--- config.mk ---
export PLATFORM = sky130hd
export DESIGN_NAME = mode_display_ctrl
export DESIGN_NICKNAME = d
export VERILOG_FILES = /design/src/rtl/mode_pkg.sv /design/src/rtl/btn_debounce.sv /design/src/rtl/mode_display_ctrl.sv
export SDC_FILE = /design/constraint.sdc
export NUM_CORES = 1
export LEC_CHECK = 0
export CAP_MARGIN = 5
export CORE_MARGIN = 8
export CORE_UTILIZATION = 34
export CTS_CLUSTER_DIAMETER = 80
export DETAILED_ROUTE_END_ITERATION = 16
export HOLD_SLACK_MARGIN = 0.15
export PLACE_DENSITY_LB_ADDON = 0.05
export SYNTH_ARGS = -nofsm -noshare
export SYNTH_HDL_FRONTEND = slang
export SYNTH_SLANG_ARGS = --single-unit
export TNS_END_PERCENT = 10
--- constraint.sdc ---
create_clock -name clk -period 2.28 [get_ports clk]
set_input_delay 0.228 -clock clk [delete_from_list [all_inputs] [get_ports clk]]
set_output_delay 0.228 -clock clk [all_outputs]
set_load 0.01 [all_outputs]
--- src/rtl/mode_pkg.sv ---
// ============================================================================
// Module   : mode_pkg
// Purpose  : Shared constants and debounce state encoding for the mode/display
//            controller.
// Revision : 1.0 - initial release
// ============================================================================
`default_nettype none

package mode_pkg;

    localparam logic SEG_BLANK = 1'b0;
    localparam logic COM_OFF   = 1'b1;

    typedef enum logic [1:0] {
        IDLE      = 2'd0,
        DEB_PRESS = 2'd1,
        HELD      = 2'd2,
        DEB_REL   = 2'd3
    } deb_state_t;

endpackage

`default_nettype wire

--- src/rtl/btn_debounce.sv ---
// ============================================================================
// Module   : btn_debounce
// Purpose  : Two-flop synchroniser and debounce FSM for the mode button.
//            Long-press detection and release pulse exist only when
//            MODE_LONGPRESS_EN is defined.
// Revision : 1.0 - initial release
// ============================================================================
`default_nettype none

module btn_debounce
    import mode_pkg::*;
#(
    parameter int DEB_CYCLES  = 20
`ifdef MODE_LONGPRESS_EN
    ,
    parameter int LONG_CYCLES = 1000
`endif
) (
    input  logic clk,
    input  logic rst_n,
    input  logic btn_i,
`ifdef MODE_LONGPRESS_EN
    output logic long_o,
    output logic release_o,
`endif
    output logic press_o
);

    localparam int CW = $clog2(DEB_CYCLES + 1);

    logic          sync1_q, sync2_q;
    deb_state_t    state_q, state_d;
    logic [CW-1:0] cnt_q, cnt_d;
    logic          press_q, press_d;
`ifdef MODE_LONGPRESS_EN
    logic          rel_q, rel_d;
`endif

    always_ff @(posedge clk or negedge rst_n) begin
        if (!rst_n) begin
            sync1_q <= 1'b0;
            sync2_q <= 1'b0;
            state_q <= IDLE;
            cnt_q   <= '0;
            press_q <= 1'b0;
`ifdef MODE_LONGPRESS_EN
            rel_q   <= 1'b0;
`endif
        end else begin
            sync1_q <= btn_i;
            sync2_q <= sync1_q;
            state_q <= state_d;
            cnt_q   <= cnt_d;
            press_q <= press_d;
`ifdef MODE_LONGPRESS_EN
            rel_q   <= rel_d;
`endif
        end
    end

    // cnt_q holds how many consecutive qualifying samples preceded this one
    always_comb begin
        state_d = state_q;
        cnt_d   = cnt_q;
        press_d = 1'b0;
`ifdef MODE_LONGPRESS_EN
        rel_d   = 1'b0;
`endif
        case (state_q)
            IDLE: begin
                if (sync2_q) begin
                    cnt_d = CW'(1);
                    if (DEB_CYCLES <= 1) begin
                        state_d = HELD;
                        press_d = 1'b1;
                    end else begin
                        state_d = DEB_PRESS;
                    end
                end
            end
            DEB_PRESS: begin
                if (!sync2_q) begin
                    state_d = IDLE;
                end else if (cnt_q == CW'(DEB_CYCLES - 1)) begin
                    state_d = HELD;
                    press_d = 1'b1;
                end else begin
                    cnt_d = cnt_q + CW'(1);
                end
            end
            HELD: begin
                if (!sync2_q) begin
                    cnt_d = CW'(1);
                    if (DEB_CYCLES <= 1) begin
                        state_d = IDLE;
`ifdef MODE_LONGPRESS_EN
                        rel_d   = 1'b1;
`endif
                    end else begin
                        state_d = DEB_REL;
                    end
                end
            end
            DEB_REL: begin
                if (sync2_q) begin
                    state_d = HELD;
                end else if (cnt_q == CW'(DEB_CYCLES - 1)) begin
                    state_d = IDLE;
`ifdef MODE_LONGPRESS_EN
                    rel_d   = 1'b1;
`endif
                end else begin
                    cnt_d = cnt_q + CW'(1);
                end
            end
            default: state_d = IDLE;
        endcase
    end

    assign press_o = press_q;

`ifdef MODE_LONGPRESS_EN
    localparam int LW = $clog2(LONG_CYCLES + 1);

    logic [LW-1:0] long_cnt_q, long_cnt_d;
    logic          long_done_q, long_done_d;
    logic          long_q, long_d;

    always_ff @(posedge clk or negedge rst_n) begin
        if (!rst_n) begin
            long_cnt_q  <= '0;
            long_done_q <= 1'b0;
            long_q      <= 1'b0;
        end else begin
            long_cnt_q  <= long_cnt_d;
            long_done_q <= long_done_d;
            long_q      <= long_d;
        end
    end

    // Hold time accumulates across release bounces; only a full release clears it
    always_comb begin
        long_cnt_d  = long_cnt_q;
        long_done_d = long_done_q;
        long_d      = 1'b0;
        if (state_q == IDLE) begin
            long_cnt_d  = '0;
            long_done_d = 1'b0;
        end else if (state_q == HELD && !long_done_q) begin
            if (long_cnt_q == LW'(LONG_CYCLES - 1)) begin
                long_d      = 1'b1;
                long_done_d = 1'b1;
            end else begin
                long_cnt_d = long_cnt_q + LW'(1);
            end
        end
    end

    assign long_o    = long_q;
    assign release_o = rel_q;
`endif

endmodule

`default_nettype wire

--- src/rtl/mode_display_ctrl.sv ---
// ============================================================================
// Module   : mode_display_ctrl
// Purpose  : Mode sequencer over a runtime enable mask plus registered
//            7-segment source mux with blanking on mode change.
//            Optional long-press-to-mode-0: define MODE_LONGPRESS_EN.
// Revision : 1.0 - initial release
// ============================================================================
`default_nettype none

module mode_display_ctrl
    import mode_pkg::*;
#(
    parameter int N_MODES      = 3,
    parameter int SEG_W        = 8,
    parameter int COM_W        = 8,
    parameter int DEB_CYCLES   = 20,
    parameter int BLANK_CYCLES = 2,
    parameter int LONG_CYCLES  = 1000
) (
    input  logic                       clk,
    input  logic                       rst,
    input  logic                       mode_btn,
    input  logic [N_MODES-1:0]         mode_en,
    input  logic [N_MODES*SEG_W-1:0]   ch_seg_data,
    input  logic [N_MODES*COM_W-1:0]   ch_seg_com,
    output logic [SEG_W-1:0]           seg_data,
    output logic [COM_W-1:0]           seg_com,
    output logic [$clog2(N_MODES)-1:0] mode_idx,
    output logic                       mode_chg
);

    localparam int IDX_W = $clog2(N_MODES);
    localparam int BLK_W = (BLANK_CYCLES > 0) ? $clog2(BLANK_CYCLES + 1) : 1;

    if (N_MODES < 2 || N_MODES > 8 || DEB_CYCLES < 1 || LONG_CYCLES < 1) begin : g_param_check
        $error("mode_display_ctrl: parameter out of range");
    end

    logic             press_p;
    logic [IDX_W-1:0] mode_idx_q, mode_idx_d;
    logic             mode_chg_q, mode_chg_d;
    logic [BLK_W-1:0] blank_q, blank_d;
    logic [SEG_W-1:0] seg_data_q, seg_data_d;
    logic [COM_W-1:0] seg_com_q, seg_com_d;
    logic [IDX_W-1:0] next_idx;

`ifdef MODE_LONGPRESS_EN
    logic long_p, rel_p;
    logic long_seen_q, long_seen_d;

    btn_debounce #(
        .DEB_CYCLES  (DEB_CYCLES),
        .LONG_CYCLES (LONG_CYCLES)
    ) u_btn (
        .clk       (clk),
        .rst_n     (rst),
        .btn_i     (mode_btn),
        .long_o    (long_p),
        .release_o (rel_p),
        .press_o   (press_p)
    );
`else
    btn_debounce #(
        .DEB_CYCLES (DEB_CYCLES)
    ) u_btn (
        .clk     (clk),
        .rst_n   (rst),
        .btn_i   (mode_btn),
        .press_o (press_p)
    );
`endif

    // First enabled index after the current one, cyclic; holds if none
    always_comb begin
        int j;
        j        = 0;
        next_idx = mode_idx_q;
        for (int k = N_MODES - 1; k >= 1; k--) begin
            j = int'(mode_idx_q) + k;
            if (j >= N_MODES) begin
                j = j - N_MODES;
            end
            if (mode_en[j]) begin
                next_idx = IDX_W'(j);
            end
        end
    end

    always_comb begin
        mode_idx_d = mode_idx_q;
`ifdef MODE_LONGPRESS_EN
        long_seen_d = long_seen_q;
        if (press_p) begin
            long_seen_d = 1'b0;
        end
        if (long_p) begin
            long_seen_d = 1'b1;
        end
`endif
        // A forced jump off a disabled mode swallows any same-cycle press
        if (mode_en == '0) begin
            mode_idx_d = '0;
        end else if (!mode_en[mode_idx_q]) begin
            mode_idx_d = next_idx;
`ifdef MODE_LONGPRESS_EN
        end else if (long_p && mode_en[0]) begin
            mode_idx_d = '0;
        end else if (rel_p && !long_seen_q) begin
            mode_idx_d = next_idx;
`else
        end else if (press_p) begin
            mode_idx_d = next_idx;
`endif
        end
        mode_chg_d = (mode_idx_d != mode_idx_q);
    end

    always_comb begin
        blank_d = blank_q;
        if (mode_chg_d) begin
            blank_d = BLK_W'(BLANK_CYCLES);
        end else if (blank_q != '0) begin
            blank_d = blank_q - BLK_W'(1);
        end
    end

    always_comb begin
        seg_data_d = ch_seg_data[int'(mode_idx_q)*SEG_W +: SEG_W];
        seg_com_d  = ch_seg_com[int'(mode_idx_q)*COM_W +: COM_W];
        if (blank_q != '0 || mode_en == '0) begin
            seg_data_d = {SEG_W{SEG_BLANK}};
            seg_com_d  = {COM_W{COM_OFF}};
        end
    end

    always_ff @(posedge clk or negedge rst) begin
        if (!rst) begin
            mode_idx_q <= '0;
            mode_chg_q <= 1'b0;
            blank_q    <= '0;
            seg_data_q <= {SEG_W{SEG_BLANK}};
            seg_com_q  <= {COM_W{COM_OFF}};
        end else begin
            mode_idx_q <= mode_idx_d;
            mode_chg_q <= mode_chg_d;
            blank_q    <= blank_d;
            seg_data_q <= seg_data_d;
            seg_com_q  <= seg_com_d;
        end
    end

`ifdef MODE_LONGPRESS_EN
    always_ff @(posedge clk or negedge rst) begin
        if (!rst) begin
            long_seen_q <= 1'b0;
        end else begin
            long_seen_q <= long_seen_d;
        end
    end
`endif

    assign seg_data = seg_data_q;
    assign seg_com  = seg_com_q;
    assign mode_idx = mode_idx_q;
    assign mode_chg = mode_chg_q;

endmodule

`default_nettype wire

==> impl_metrics.yaml <==
cells_and_area:
  synthToLayoutAreaGrowth_pct: 56.92
  layout-drive-gt1-share_pct: 16.33
  fin_util_pct: 55.58
  post-route-cell-area_sq_mm: 0.002625
  antennaDiodeCount: 0
  nets: 302
  fillers: 411
place:
  post-dp-hpwl_mm: 3.706
  place.gp.congestion: 0.8924
  port_buffers: 72
  dpl_cell_area_sq_mm: 0.002507
cts:
  hold_buffers: 0
  cts_setup_buffers: 0
  insertion_delay_ns: 0.28
  cts_num_sinks: 31
  ctsLongestPathBuffers: 2
  htree_levels: 2
  tritoncts: "done"
  postCtsResizedCells: 0
  numCtsBuffers: 5
  root_buffer: "clkbuf_8"
  clk_transition_reported_paths_ns: 0.07
grt:
  grt_max_degree: 32
  grtUsageTotal_pct: 13.85
  grt_pass1_wl_mm: 8.162
  grt_pass1_vias: 1675
  overflow: 0
  antenna_found_initial: 0
die:
  rows: 25
  initial_core_util_pct: 35.42
  die_area_sq_mm: 0.007421
  core-area_sq_mm: 0.004723
  fp.dieW_microns: 86.15
  fp.dieH_microns: 86.15
  ioPinCount: 73
timing:
  setup-tns-final_ns: 0
  min_period_over_period_pct: 90.72
  rsz0062_at_grt: "no"
  finalHoldViolCount: 0
  drv_slew: 0
  timing.fmax_ghz: 0.4835
  setup_viol: 0
  whs_ns: 0.3355
  slew_headroom_pct: 28.58
  min_period_ns: 2.068
  max_slew.worst_pin.slew_ns: 1.067
  finClkSkew_ns: 0.006993
pwr:
  p_switching_mw: 1.031
  ir_drop_mv: 0.5489
  p_per_area_mw_per_mm2: 1101
  p_sw_share_pct: 35.68
  combinationalPowerShare_pct: 51.2
  leakage_nw: 1.118
  p_int_mw: 1.858
  clkPwrFrac_pct: 19.4
  power.share.sequential_pct: 29.4
synthesis:
  synthCells: 164
  seq_area_frac_synth_pct: 46.97
  synthTopCellsByArea: "dfrtp_1, dfstp_2, mux2_2, nor2_1, a21oi_1"
  synthXorXnorAreaFrac_pct: 1.047
  async_reset_ff_share_pct: 100.0
  synth.top_cells.by_count: "dfrtp_1, nor2_1, a21oi_1"
  ys_warn_count: 0
  synth_compound_area_share_pct: 19.67
  yosysTopAreaCell: "dfrtp_1"
  synthAdderAreaFrac_pct: 2.992
  synth_top_family_by_area: "compound AO/OA/AOI/OAI gates"
  ys_ff_latch: 31
  synth_top_flop_cell: "dfrtp_1"
  muxShareOfSynthArea_pct: 12.86
  synth-simple-area-share_pct: 12.64
  synth_area_sq_mm: 0.001673
  synth_fp_nets: 222
  yosysTopAreaCellShare_pct: 34.41
  synth_area_per_cell_sq_um: 10.20
  synth_cell_type_count: 35
  synth_edf_count: 0
setup_path:
  cp_max_fo: 8
  crit_arrival_ns: 2.28
  cp-end-kind: "flop"
  critical_path_required_ns: 2.50
  startpoint_type: "flop"
  critPathKind: "reg -> reg"
detailed_routing:
  wl_per_cell_microns: 15.52
  dr_wl_met3_microns: 442
  ant_nets: 0
  routed.top_layer: "met4"
  vias: 1581
  wl_met1_mm: 2.094
  via_per_inst: 5.067
  dr.first_iter.drc_count: 68
  route.met2.wl_mm: 2.215
  first_pass_iters: 4
  drt_wl_total_mm: 4.842
  drc: 0
worst_hold_path:
  holdCritPathClass: "in -> async"
flow_run:
  maxCapViolCount: 0
outcome:
  status: "completed"
## cells in the final DEF, fill, tap and decap left out, drive strengths merged, types with 2 or more instances in the layout
master and instances:
dfrtp 23, o22ai 2, nor3 4, o21ai 3, clkdlybuf4s50 72, a21o 4
a22o 5, xnor2 2, nand2 5, a221o 8, nand2b 2, nand3 4
buf 8, a21oi 18, inv 9, ha 4, mux2 12, dfstp 8
mux2i 8, nor2 23, clkbuf 6
## metrics by stage
| step | power (mW) | cells | setup slack, ns |
|---|---|---|---|
| 2_1_floorplan | 1.766 | 164 | 0.06962 |
| 3_3_place_gp | 2.293 | 304 | 0.2860 |
| 3_5_place_dp | 2.346 | 304 | 0.2350 |
| 5_1_grt | 3.090 | 312 | 0.04261 |
| 6_report | 2.889 | 312 | 0.2116 |
| 4_1_cts | 2.911 | 312 | 0.2190 |
## area by class of cell
type / instances / area, sq um / share of cell area [%]
multi-input combinational: 117 / 823.3 / 31.36
sequential: 31 / 785.8 / 29.93
timing repair buffer: 80 / 780.7 / 29.74
tap: 67 / 83.83 / 3.194
clock buffer: 6 / 82.58 / 3.146
clock inverter: 2 / 35.03 / 1.335
inverter: 9 / 33.78 / 1.287
## critical path: stages, from the launching register on
cell	delay, ns
dfrtp_1	0.37
inv_1	0.06
ha_1	0.41
nand2b_1	0.19
a21oi_1	0.07
a311o_1	0.31
a21o_1	0.20
a21oi_1	0.22
and3_1	0.19
## cell families (layout without fill, tap and decap cells)
group,after synthesis,after routing
multiplexers,20,20
AND/OR/NAND/NOR,45,45
flip-flops,31,31
AO/OA/AOI/OAI,46,46
buffers and inverters,16,97
XOR/XNOR,2,2
adder cells (fa/ha/maj),4,4
## metal layers
metal / up-vias / global-route usage [%]
met5: - / 0
met4: 0 / 5.414
met3: 9 / 5.635
met2: 76 / 21.27
met1: 742 / 16.75
li1: 754 / -
## power by group through the flow
stage	Clock (mW)	Combinational [mW]	Sequential (mW)
floorplan	0	0.861	0.905
global placement	0	1.44	0.855
detailed placement	0	1.49	0.860
CTS	0.570	1.49	0.850
global route	0.591	1.63	0.873
finish	0.560	1.48	0.850
## path summary, 6_finish.rpt
kind / from / to / slack [ns] / depth (start not counted)
max: mode_idx[0]$_DFF_PN0_ / blank_q[0]$_DFFE_PN0P_ / 0.21 / 8
min: rst / u_btn.press_o$_DFF_PN0_ / 0.34 / 2
max reg2reg: mode_idx[0]$_DFF_PN0_ / blank_q[0]$_DFFE_PN0P_ / 0.21 / 8
min reg2reg: u_btn.sync1_q$_DFF_PN0_ / u_btn.sync2_q$_DFF_PN0_ / 0.35 / 0
max in group asynchronous: rst / seg_com[5]$_DFF_PN1_ / 1.63 / 2
min in group clk: u_btn.sync1_q$_DFF_PN0_ / u_btn.sync2_q$_DFF_PN0_ / 0.35 / 0
## sequential cells by signal, summed over array words and instances, names as in the netlist, named ones only
name           cells
u_btn.state_q      1
u_btn.sync1_q      1
blank_q            2
seg_data           8
u_btn.cnt_q        5
mode_idx           2
u_btn.press_o      1
u_btn.sync2_q      1
seg_com            8
mode_chg           1
(Power assumes the default switching activity.)
